===== src/rtl/key_bank_debouncer_pkg.sv =====
// Shared types, default parameters and width helpers for the key bank debouncer.
package key_pkg;

  typedef enum logic [1:0] {
    RELEASED = 2'd0,
    PRESSED  = 2'd1,
    HELD     = 2'd2
  } key_state_e;

  localparam int DEF_N_KEYS     = 8;
  localparam int DEF_STABLE_CNT = 4;
  localparam int DEF_HOLD_CNT   = 500;
  localparam int DEF_REPEAT_CNT = 100;

  // Never returns 0 so counters and codes always have at least one bit.
  function automatic int clog2_min1(input int v);
    return (v <= 2) ? 1 : $clog2(v);
  endfunction

  function automatic int code_width(input int n_keys);
    return clog2_min1(n_keys);
  endfunction

  function automatic int dcnt_width(input int stable_cnt);
    return clog2_min1(stable_cnt);
  endfunction

  function automatic int hcnt_width(input int hold_cnt, input int repeat_cnt);
    return clog2_min1((hold_cnt > repeat_cnt) ? hold_cnt : repeat_cnt);
  endfunction

endpackage


===== src/rtl/key_bank_debouncer_if.sv =====
// Raw key inputs and debounced event outputs of the key bank.
interface key_bank_debouncer_if #(
  parameter int N_KEYS = key_pkg::DEF_N_KEYS
);
  localparam int CODE_W = key_pkg::code_width(N_KEYS);

  logic [N_KEYS-1:0] but_in;
  logic [N_KEYS-1:0] key_active;
  logic [N_KEYS-1:0] key_posedge;
  logic [N_KEYS-1:0] key_negedge;
  logic [N_KEYS-1:0] key_hold;
  logic [N_KEYS-1:0] key_held;
  logic [N_KEYS-1:0] key_repeat;
  logic              key_valid;
  logic [CODE_W-1:0] key_code;

  modport master (
    output but_in,
    input  key_active, key_posedge, key_negedge, key_hold, key_held, key_repeat,
    input  key_valid, key_code
  );

  modport slave (
    input  but_in,
    output key_active, key_posedge, key_negedge, key_hold, key_held, key_repeat,
    output key_valid, key_code
  );
endinterface


===== src/rtl/key_bank_debouncer_channel.sv =====
// One key: synchroniser, stability filter, press/hold/repeat FSM and pulses.
// state    | meaning
// RELEASED | debounced level low
// PRESSED  | accepted press, hcnt counting toward the hold event
// HELD     | hold reached, hcnt cycling for auto-repeat
module key_bank_debouncer_channel
  import key_pkg::*;
#(
  parameter int STABLE_CNT = DEF_STABLE_CNT,
  parameter int HOLD_CNT   = DEF_HOLD_CNT,
  parameter int REPEAT_CNT = DEF_REPEAT_CNT
) (
  input  logic slow_clk,
  input  logic rst_n,
  input  logic i_raw,
  output logic o_active,
  output logic o_active_nxt,
  output logic o_posedge,
  output logic o_negedge,
  output logic o_hold,
  output logic o_held,
  output logic o_repeat
);
  localparam int DW = dcnt_width(STABLE_CNT);
  localparam int HW = hcnt_width(HOLD_CNT, REPEAT_CNT);

  logic          r_sync1, r_sync2, r_stable;
  logic [DW-1:0] r_dcnt;
  logic [HW-1:0] r_hcnt, w_hcnt_nxt;
  key_state_e    r_state, w_state_nxt;
  logic          w_toggle, w_rise, w_fall, w_hold_nxt, w_repeat_nxt;
  logic          r_pos, r_neg, r_hold, r_repeat;

  assign w_toggle     = (r_sync2 != r_stable) && (r_dcnt == DW'(STABLE_CNT - 1));
  assign w_rise       = w_toggle & ~r_stable;
  assign w_fall       = w_toggle & r_stable;
  assign o_active_nxt = r_stable ^ w_toggle;

  always_ff @(posedge slow_clk or negedge rst_n) begin
    if (!rst_n) begin
      r_sync1  <= 1'b0;
      r_sync2  <= 1'b0;
      r_stable <= 1'b0;
      r_dcnt   <= '0;
    end else begin
      r_sync1 <= i_raw;
      r_sync2 <= r_sync1;
      if (r_sync2 == r_stable) begin
        r_dcnt <= '0;
      end else if (w_toggle) begin
        r_stable <= ~r_stable;
        r_dcnt   <= '0;
      end else begin
        r_dcnt <= r_dcnt + DW'(1);
      end
    end
  end

  // A falling filter output always takes priority over hold/repeat.
  always_comb begin
    w_state_nxt  = r_state;
    w_hcnt_nxt   = r_hcnt;
    w_hold_nxt   = 1'b0;
    w_repeat_nxt = 1'b0;
    case (r_state)
      RELEASED: begin
        if (w_rise) begin
          w_state_nxt = PRESSED;
          w_hcnt_nxt  = '0;
        end
      end
      PRESSED: begin
        if (w_fall) begin
          w_state_nxt = RELEASED;
          w_hcnt_nxt  = '0;
        end else if (r_hcnt == HW'(HOLD_CNT - 1)) begin
          w_state_nxt = HELD;
          w_hcnt_nxt  = '0;
          w_hold_nxt  = 1'b1;
        end else begin
          w_hcnt_nxt = r_hcnt + HW'(1);
        end
      end
      HELD: begin
        if (w_fall) begin
          w_state_nxt = RELEASED;
          w_hcnt_nxt  = '0;
        end else if (r_hcnt == HW'(REPEAT_CNT - 1)) begin
          w_hcnt_nxt   = '0;
          w_repeat_nxt = 1'b1;
        end else begin
          w_hcnt_nxt = r_hcnt + HW'(1);
        end
      end
      default: begin
        w_state_nxt = RELEASED;
        w_hcnt_nxt  = '0;
      end
    endcase
  end

  always_ff @(posedge slow_clk or negedge rst_n) begin
    if (!rst_n) begin
      r_state  <= RELEASED;
      r_hcnt   <= '0;
      r_pos    <= 1'b0;
      r_neg    <= 1'b0;
      r_hold   <= 1'b0;
      r_repeat <= 1'b0;
    end else begin
      r_state  <= w_state_nxt;
      r_hcnt   <= w_hcnt_nxt;
      r_pos    <= w_rise;
      r_neg    <= w_fall;
      r_hold   <= w_hold_nxt;
      r_repeat <= w_repeat_nxt;
    end
  end

  assign o_active  = r_stable;
  assign o_posedge = r_pos;
  assign o_negedge = r_neg;
  assign o_hold    = r_hold;
  assign o_held    = (r_state == HELD);
  assign o_repeat  = r_repeat;
endmodule


===== src/rtl/key_bank_debouncer.sv =====
// Multi-channel key debouncer: per-key channels plus a lowest-index key encoder.
module key_bank_debouncer
  import key_pkg::*;
#(
  parameter int N_KEYS     = DEF_N_KEYS,
  parameter int STABLE_CNT = DEF_STABLE_CNT,
  parameter int HOLD_CNT   = DEF_HOLD_CNT,
  parameter int REPEAT_CNT = DEF_REPEAT_CNT
) (
  input  logic                 slow_clk,
  input  logic                 rst_n,
  key_bank_debouncer_if.slave  bus
);
  localparam int CODE_W = code_width(N_KEYS);

  if (N_KEYS < 1) begin : g_chk_keys
    $error("N_KEYS must be >= 1");
  end
  if (STABLE_CNT < 1) begin : g_chk_stable
    $error("STABLE_CNT must be >= 1");
  end
  if (HOLD_CNT < 2) begin : g_chk_hold
    $error("HOLD_CNT must be >= 2");
  end
  if (REPEAT_CNT < 1) begin : g_chk_repeat
    $error("REPEAT_CNT must be >= 1");
  end

  logic [N_KEYS-1:0] w_active, w_active_nxt, w_pos, w_neg, w_hold, w_held, w_repeat;
  logic [CODE_W-1:0] w_code_nxt, r_code;
  logic              r_valid;

  for (genvar g = 0; g < N_KEYS; g++) begin : g_ch
    key_bank_debouncer_channel #(
      .STABLE_CNT (STABLE_CNT),
      .HOLD_CNT   (HOLD_CNT),
      .REPEAT_CNT (REPEAT_CNT)
    ) u_ch (
      .slow_clk     (slow_clk),
      .rst_n        (rst_n),
      .i_raw        (bus.but_in[g]),
      .o_active     (w_active[g]),
      .o_active_nxt (w_active_nxt[g]),
      .o_posedge    (w_pos[g]),
      .o_negedge    (w_neg[g]),
      .o_hold       (w_hold[g]),
      .o_held       (w_held[g]),
      .o_repeat     (w_repeat[g])
    );
  end

  // Scan from the top so the lowest set index is the last write.
  always_comb begin
    w_code_nxt = '0;
    for (int i = N_KEYS - 1; i >= 0; i--) begin
      if (w_active_nxt[i]) w_code_nxt = CODE_W'(i);
    end
  end

  always_ff @(posedge slow_clk or negedge rst_n) begin
    if (!rst_n) begin
      r_valid <= 1'b0;
      r_code  <= '0;
    end else begin
      r_valid <= |w_active_nxt;
      r_code  <= w_code_nxt;
    end
  end

  assign bus.key_active  = w_active;
  assign bus.key_posedge = w_pos;
  assign bus.key_negedge = w_neg;
  assign bus.key_hold    = w_hold;
  assign bus.key_held    = w_held;
  assign bus.key_repeat  = w_repeat;
  assign bus.key_valid   = r_valid;
  assign bus.key_code    = r_code;
endmodule

===== src/flat_wrapper.sv =====
// flat-port wrapper written by rule: the top's interface ports become plain ports
module key_bank_debouncer_flat import key_pkg::*;
#(
  parameter int N_KEYS     = DEF_N_KEYS,
  parameter int STABLE_CNT = DEF_STABLE_CNT,
  parameter int HOLD_CNT   = DEF_HOLD_CNT,
  parameter int REPEAT_CNT = DEF_REPEAT_CNT
)
  (slow_clk, rst_n, bus_but_in, bus_key_active, bus_key_posedge, bus_key_negedge, bus_key_hold, bus_key_held, bus_key_repeat, bus_key_valid, bus_key_code);
  key_bank_debouncer_if #(.N_KEYS(N_KEYS)) bus_i ();
  input  logic slow_clk;
  input  logic rst_n;
  input wire logic [$bits(bus_i.but_in)-1:0] bus_but_in;
  output wire logic [$bits(bus_i.key_active)-1:0] bus_key_active;
  output wire logic [$bits(bus_i.key_posedge)-1:0] bus_key_posedge;
  output wire logic [$bits(bus_i.key_negedge)-1:0] bus_key_negedge;
  output wire logic [$bits(bus_i.key_hold)-1:0] bus_key_hold;
  output wire logic [$bits(bus_i.key_held)-1:0] bus_key_held;
  output wire logic [$bits(bus_i.key_repeat)-1:0] bus_key_repeat;
  output wire logic [$bits(bus_i.key_valid)-1:0] bus_key_valid;
  output wire logic [$bits(bus_i.key_code)-1:0] bus_key_code;
  assign bus_i.but_in = bus_but_in;
  assign bus_key_active = bus_i.key_active;
  assign bus_key_posedge = bus_i.key_posedge;
  assign bus_key_negedge = bus_i.key_negedge;
  assign bus_key_hold = bus_i.key_hold;
  assign bus_key_held = bus_i.key_held;
  assign bus_key_repeat = bus_i.key_repeat;
  assign bus_key_valid = bus_i.key_valid;
  assign bus_key_code = bus_i.key_code;
  key_bank_debouncer #(.N_KEYS(N_KEYS), .STABLE_CNT(STABLE_CNT), .HOLD_CNT(HOLD_CNT), .REPEAT_CNT(REPEAT_CNT)) u_core (.slow_clk(slow_clk), .rst_n(rst_n), .bus(bus_i));
endmodule

===== config.mk =====
export PLATFORM = sky130hd
export DESIGN_NAME = key_bank_debouncer_flat
export DESIGN_NICKNAME = d
export VERILOG_FILES = /design/src/rtl/key_bank_debouncer_pkg.sv /design/src/rtl/key_bank_debouncer_if.sv /design/src/rtl/key_bank_debouncer_channel.sv /design/src/rtl/key_bank_debouncer.sv /design/src/flat_wrapper.sv
export SDC_FILE = /design/constraint.sdc
export NUM_CORES = 1
export LEC_CHECK = 0
export BUFFER_PORTS_ARGS = -buffer_cell sky130_fd_sc_hd__clkbuf_2
export CELL_PAD_IN_SITES_DETAIL_PLACEMENT = 1
export CELL_PAD_IN_SITES_GLOBAL_PLACEMENT = 1
export CORE_UTILIZATION = 45
export CTS_BUF_LIST = sky130_fd_sc_hd__clkbuf_4 sky130_fd_sc_hd__clkbuf_8
export DETAILED_ROUTE_END_ITERATION = 12
export PLACE_DENSITY_LB_ADDON = 0.1
export SYNTH_ARGS = -nofsm -noshare
export SYNTH_HDL_FRONTEND = slang
export SYNTH_HIERARCHICAL = 1
export SYNTH_SLANG_ARGS = --single-unit

===== constraint.sdc =====
create_clock -name slow_clk -period 2.2 [get_ports slow_clk]
set_input_delay 0.44 -clock slow_clk [delete_from_list [all_inputs] [get_ports slow_clk]]
set_output_delay 0.44 -clock slow_clk [all_outputs]
set_load 0.1 [all_outputs]

# [Yosys cells after proc, flatten, opt, wreduce, memory -nomap -nowiden]
# Cells that the tools add are included.
[totals] regBits=164 latch_bits=0 mem_bits_rw=0 rom_bits=0 mem_count=0
[op_classes] addsub=16 n_mul=0 div_mod_pow=0 n_lt_le_gt_ge=0 eq_ne=80 n_shift=0 mux=160 n_bitwise=40 n_reduce_logical=33
[op_table] op="$mux 9" count=40
[op_table] op="$pmux 9 s3" count=8
[op_table] op="$mux 2" count=48
[op_table] op="$add 9x1->9 const B" count=8
[op_table] op="$eq 9x7->1 const B" count=8
[op_table] op="$eq 9x9->1 const B" count=8
[op_table] op="$mux 1" count=48
[op_table] op="$pmux 2 s3" count=8
[op_table] op="$eq 2x2->1 const B" count=16
[op_table] op="$mux 3" count=8
[op_table] op="$ne 3x3->1 const B" count=8
[op_table] op="$reduce_and 3->1" count=8
[op_table] op="$add 2x1->2 const B" count=8
[op_table] op="$and 1x1->1" count=16
[op_table] op="$eq 2x1->1 const B" count=8
[op_table] op="$logic_not 2->1" count=8
[op_table] op="$ne 2x1->1 const B" count=8
[op_table] op="$ne 2x2->1 const B" count=8
[op_table] op="$not 1->1" count=16
[op_table] op="$reduce_and 2->1" count=8
[op_table] op="$eq 1x1->1" count=8
[op_table] op="$logic_and 1x1->1" count=8
[op_table] op="$ne 1x1->1" count=8
[op_table] op="$reduce_or 8->1" count=1
[op_table] op="$xor 1x1->1" count=8

# [Logic depth before layout (Yosys ltp)]
[logic_depth] ltp_word=11 mapped_depth=7

# [Cells and area by module]
# Netlist, hierarchy kept.
[by_module_without_submodules] module="key_bank_debouncer_channel (u_core.g_ch[1].u_ch ...)" instances=6 cells_each=94 area_each_um2=991.0 seq_area_each_um2=500.5
[by_module_without_submodules] module="key_bank_debouncer_channel (u_core.g_ch[7].u_ch)" instances=1 cells_each=97 area_each_um2=1004.7 seq_area_each_um2=500.5
[by_module_without_submodules] module="key_bank_debouncer_channel (u_core.g_ch[0].u_ch)" instances=1 cells_each=96 area_each_um2=993.5 seq_area_each_um2=500.5
[by_module_without_submodules] module="key_bank_debouncer" instances=1 cells_each=17 area_each_um2=181.4 seq_area_each_um2=100.1

# [Worst setup path after synthesis]
# OpenSTA, ideal clock, no wires.
[synth_path] path_type="register -> register" from="register u_core.g_ch[0].u_ch.r_state[0]" to="register u_core.g_ch[0].u_ch.r_hcnt[7]" setup_time_ns=0.104 arrival_ns=2.253 slack_ns=-0.157 stages_incl_launch_ff=7 n_path_buf=0 synth_period_minus_slack_ns=2.357 path_cell_list="dfrtp_1 -> inv_1 -> ha_1 -> nand2_1 -> o22ai_4 -> nand3b_4 -> o311ai_1"
[synth_via] elab_chain_cells=2
[synth_lines] item="start, declared" line_no="key_bank_debouncer_channel.sv:30" rtl="key_state_e r_state, w_state_nxt;"
[synth_lines] item="start signal, assigned" line_no="key_bank_debouncer_channel.sv:111" rtl="r_state <= w_state_nxt;"
[synth_lines] item="$eq 2x2->1"
[synth_lines] item="net bus_key_held[0]" line_no="flat_wrapper.sv:18" rtl="output wire logic [$bits(bus_i.key_held)-1:0] bus_key_held;"
[synth_lines] item="$pmux 9 s3" line_no="key_bank_debouncer_channel.sv:65" rtl="case (r_state)"
[synth_lines] item="end signal, assigned" line_no="key_bank_debouncer_channel.sv:112" rtl="r_hcnt <= w_hcnt_nxt;"
[synth_lines] item="end, declared" line_no="key_bank_debouncer_channel.sv:29" rtl="logic [HW-1:0] r_hcnt, w_hcnt_nxt;"
# The timed path passes the listed nets, and every way through them passes these cells.
# A chain may end at the register's enable or synchronous reset.

# [Worst setup path in the final report]
[layout_path] from="register u_core.g_ch[3].u_ch.r_state[0]" to="output bus_key_held[3]"
[layout_via] elab_chain_cells=1
[layout_lines] item="start, declared" line_no="key_bank_debouncer_channel.sv:30"
[layout_lines] item="start signal, assigned" line_no="key_bank_debouncer_channel.sv:111"
[layout_lines] item="$eq 2x2->1" line_no="key_bank_debouncer_channel.sv:124" rtl="assign o_held = (r_state == HELD);"
[layout_lines] item="end, declared" line_no="flat_wrapper.sv:18"
# No other way between the ends.

==> impl_metrics.tcl <==
set metrics [dict create \
    outcome "complete, no violations" \
    pin_count 62 \
    rsz0062_at_grt "false" \
    nFillCells 1936 \
    crit_path_max_fanout 3 \
    internal-power_mw 6.29 \
    nets 907 \
    crit_arrival_ns 1.65 \
    clockBufferDepth 2 \
    vias_per_cell 5.61 \
    regToRegSetupSlack_ns 0.29 \
    synth_top_area_share_pct 50.5 \
    crit_end "bus_key_held[3]" \
    drive_above_1_share_pct 18.6 \
    via_count 6135 \
    grt_overflow 0 \
    avgSynthCellArea_um2 10.5 \
    grt_pass1_vias 6621 \
    pwr-share-seq_pct 33.1 \
    reg2reg_depth 6 \
    yosys.area.top_type "dfrtp_1" \
    finalCritPeriodShare_pct 95.1 \
    p_sw_mw 5.45 \
    fp.dieArea_mm2 0.0186 \
    synth_top_family_by_area "simple AND/OR/NAND/NOR gates" \
    synth_warnings 6 \
    postCtsSetupRepairBufs 0 \
    p_leak_nw 4.10 \
    die_h_um 136 \
    synth_compound_area_share_pct 11.3 \
    timing.fmax_ghz 0.478 \
    routedWlPerCell_um 17.4 \
    syn_to_final_growth_pct 13.9 \
    async_flop_share_pct 100 \
    r2r-start "u_core/g_ch[0].u_ch/r_dcnt[0]" \
    worst_slew_pin_slew_ns 0.602 \
    grt_usage_pct 22.5 \
    endpoint_kind "output pin" \
    maxSlewHeadroom_pct 59.4 \
    synth-edff-count 0 \
    irDropWorstVdd_v 0.00110 \
    placed_cell_area_mm2 0.00882 \
    cts_buffers 17 \
    hold_path_class "in -> reg" \
    fp.coreArea_mm2 0.0175 \
    critPathKind "reg -> out" \
    rr_endpoint "u_core/g_ch[0].u_ch/r_hcnt[8]" \
    drc 0 \
    hold_viol 0 \
    finalClockSkew_ns 0.0159 \
    setup_violations 0 \
    design_area_mm2 0.00925 \
    synthAdderAreaFrac_pct 6.16 \
    rows 48 \
    pre_cts_ws_ns 0.271 \
    synth_fp_nets 824 \
    cts_tree "built" \
    die_x_um 136 \
    grt_pass1_wl_um 32800 \
    combPwrFrac_pct 46.9 \
    synth-main-ff-cell "dfrtp_1" \
    ant_nets 0 \
    synth-seq-area-share_pct 50.5 \
    drt_wl_total_um 19000 \
    critPathLaunch "u_core/g_ch[3].u_ch/r_state[0]" \
    start_util_pct 46.5 \
    cts_root_buffer "clkbuf_8" \
    cts_sinks 164 \
    maxCapViolCount 0 \
    synth_xor_area_share_pct 2.16 \
    sw_frac_of_total_pct 46.4 \
    startpoint_type "register" \
    syn_area_mm2 0.00813 \
    drt_iter0_markers 262 \
    muxShareOfSynthArea_pct 1.11 \
    drt_pre_antenna_iters 4 \
    final_cell_mix "dfrtp_1, nand2_1, clkbuf_2" \
    numPortBuffers 61 \
    syn-instance-count 774 \
    synth_area_leaders "dfrtp_1, ha_1, nand2_1" \
    gp_congestion 0.812 \
    clkPwrFrac_pct 20.0 \
    setup_tns_ns 0 \
    antenna_found_initial 0 \
    path_clk_slew_ns 0.10 \
    layout_min_cycle_time_ns 2.09 \
    synth-seq-cells 164 \
    htree_num_levels 4 \
    grt_start_max_net_pins 51 \
    hpwl_um 14200 \
    powerDensity_mw_per_mm2 1270 \
    report.final.slew_viol_count 0 \
    fin_ws_ns 0.107 \
    yosys.area_share.simple_pct 26.0 \
    yosysUniqueCellTypes 48 \
    antennaDiodeCount 0 \
    insertion_delay_ns 0.47 \
    worstPathRequired_ns 1.76 \
    final_common_cell "dfrtp_1" \
]
## power groups by stage
stage / sequential [mW] / clock (mW) / combinational [mW]
final: 3.89 / 2.34 / 5.51
after global routing: 3.96 / 2.55 / 6.00
after floorplan: 4.66 / 0 / 3.38
after global placement: 3.91 / 0 / 5.31
after detailed placement: 3.96 / 0 / 5.53
after CTS: 3.90 / 2.44 / 5.57
## Yosys cell counts (all sizes together), types with 13 or more instances
| cell | instances |
|---|---|
| dfrtp | 164 |
| nand2 | 115 |
| o21ai | 49 |
| inv | 44 |
| ha | 40 |
| nand4 | 36 |
| nand3 | 35 |
| nor2 | 33 |
| nor2b | 26 |
| and3 | 19 |
| o211ai | 18 |
| o311ai | 16 |
| clkbuf | 15 |
| nand2b | 15 |
| a21oi | 13 |
| or2 | 13 |
## sequential cells by signal (all words and copies together), names as in the netlist
register                    count
u_core/bus.key_valid            1
u_core/g_ch.u_ch/r_hcnt        72
u_core/g_ch.u_ch/o_repeat       8
u_core/g_ch.u_ch/r_dcnt        16
u_core/bus.key_code             3
u_core/g_ch.u_ch/o_active       8
u_core/g_ch.u_ch/o_negedge      8
u_core/g_ch.u_ch/r_sync2        8
u_core/g_ch.u_ch/o_hold         8
u_core/g_ch.u_ch/o_posedge      8
u_core/g_ch.u_ch/r_state       16
u_core/g_ch.u_ch/r_sync1        8
## critical path, stage by stage, from the launching register on
cell      delay (ns)
dfrtp_1         0.42
inv_1           0.09
ha_1            0.20
clkbuf_2        0.47
## repair_timing
item,4_1_cts,5_1_grt
gates resized for setup,0,1
endpoints found under the setup margin,0,1
hold endpoints to repair,46,0
hold buffers,1,0
## cell type report
| type | instances | area [µm²] | area share (%) |
|---|---|---|---|
| Timing Repair Buffer | 80 | 482 | 5.21 |
| Inverter | 44 | 165 | 1.79 |
| Multi-Input combinational cell | 550 | 3800 | 41.1 |
| Sequential cell | 164 | 4100 | 44.4 |
| Tap cell | 225 | 282 | 3.04 |
| Clock inverter | 14 | 184 | 1.99 |
| Clock buffer | 17 | 234 | 2.53 |
## per-stage QoR
stage                     power [mW]  instances  utilization [%]  hold WS (ns)
final                           11.7       1094             52.9        0.0806
after global routing            12.5       1094             52.9        0.0375
after CTS                       11.9       1094             52.9        0.0384
after detailed placement        9.49       1062             50.5         0.338
after global placement          9.22       1062             50.5         0.334
after floorplan                 8.04        774                -         0.144
## how the worst min path moves through the flow
stage | startpoint | endpoint | depth (start not counted)
3_5_place_dp | u_core/g_ch[5].u_ch/r_sync1 | u_core/g_ch[5].u_ch/r_sync2 | 0
5_1_grt | bus_but_in[0] | u_core/g_ch[0].u_ch/r_sync1 | 1
6_report | bus_but_in[2] | u_core/g_ch[2].u_ch/r_sync1 | 1
4_1_cts | bus_but_in[2] | u_core/g_ch[2].u_ch/r_sync1 | 1
3_3_place_gp | u_core/g_ch[5].u_ch/r_sync1 | u_core/g_ch[5].u_ch/r_sync2 | 0
2_1_floorplan | rst_n | u_core/bus.key_code[0] | 0
## kinds of logic (layout without fill, tap and decap cells)
kind of cell	after synthesis	in the layout
AO/OA/AOI/OAI	128	128
XOR/XNOR	20	20
adder cells (fa/ha/maj)	40	40
buffers and inverters	60	155
flip-flops	164	164
multiplexers	9	9
AND/OR/NAND/NOR	353	353
## routing by layer
layer / part of all wire, % / global-route usage [%]
met1: 44 / 27.8
met2: 52 / 39.7
met3: 2.7 / 4.74
met4: 0.78 / 5.68
met5: 0 / 0
(Power assumes the default switching activity.)
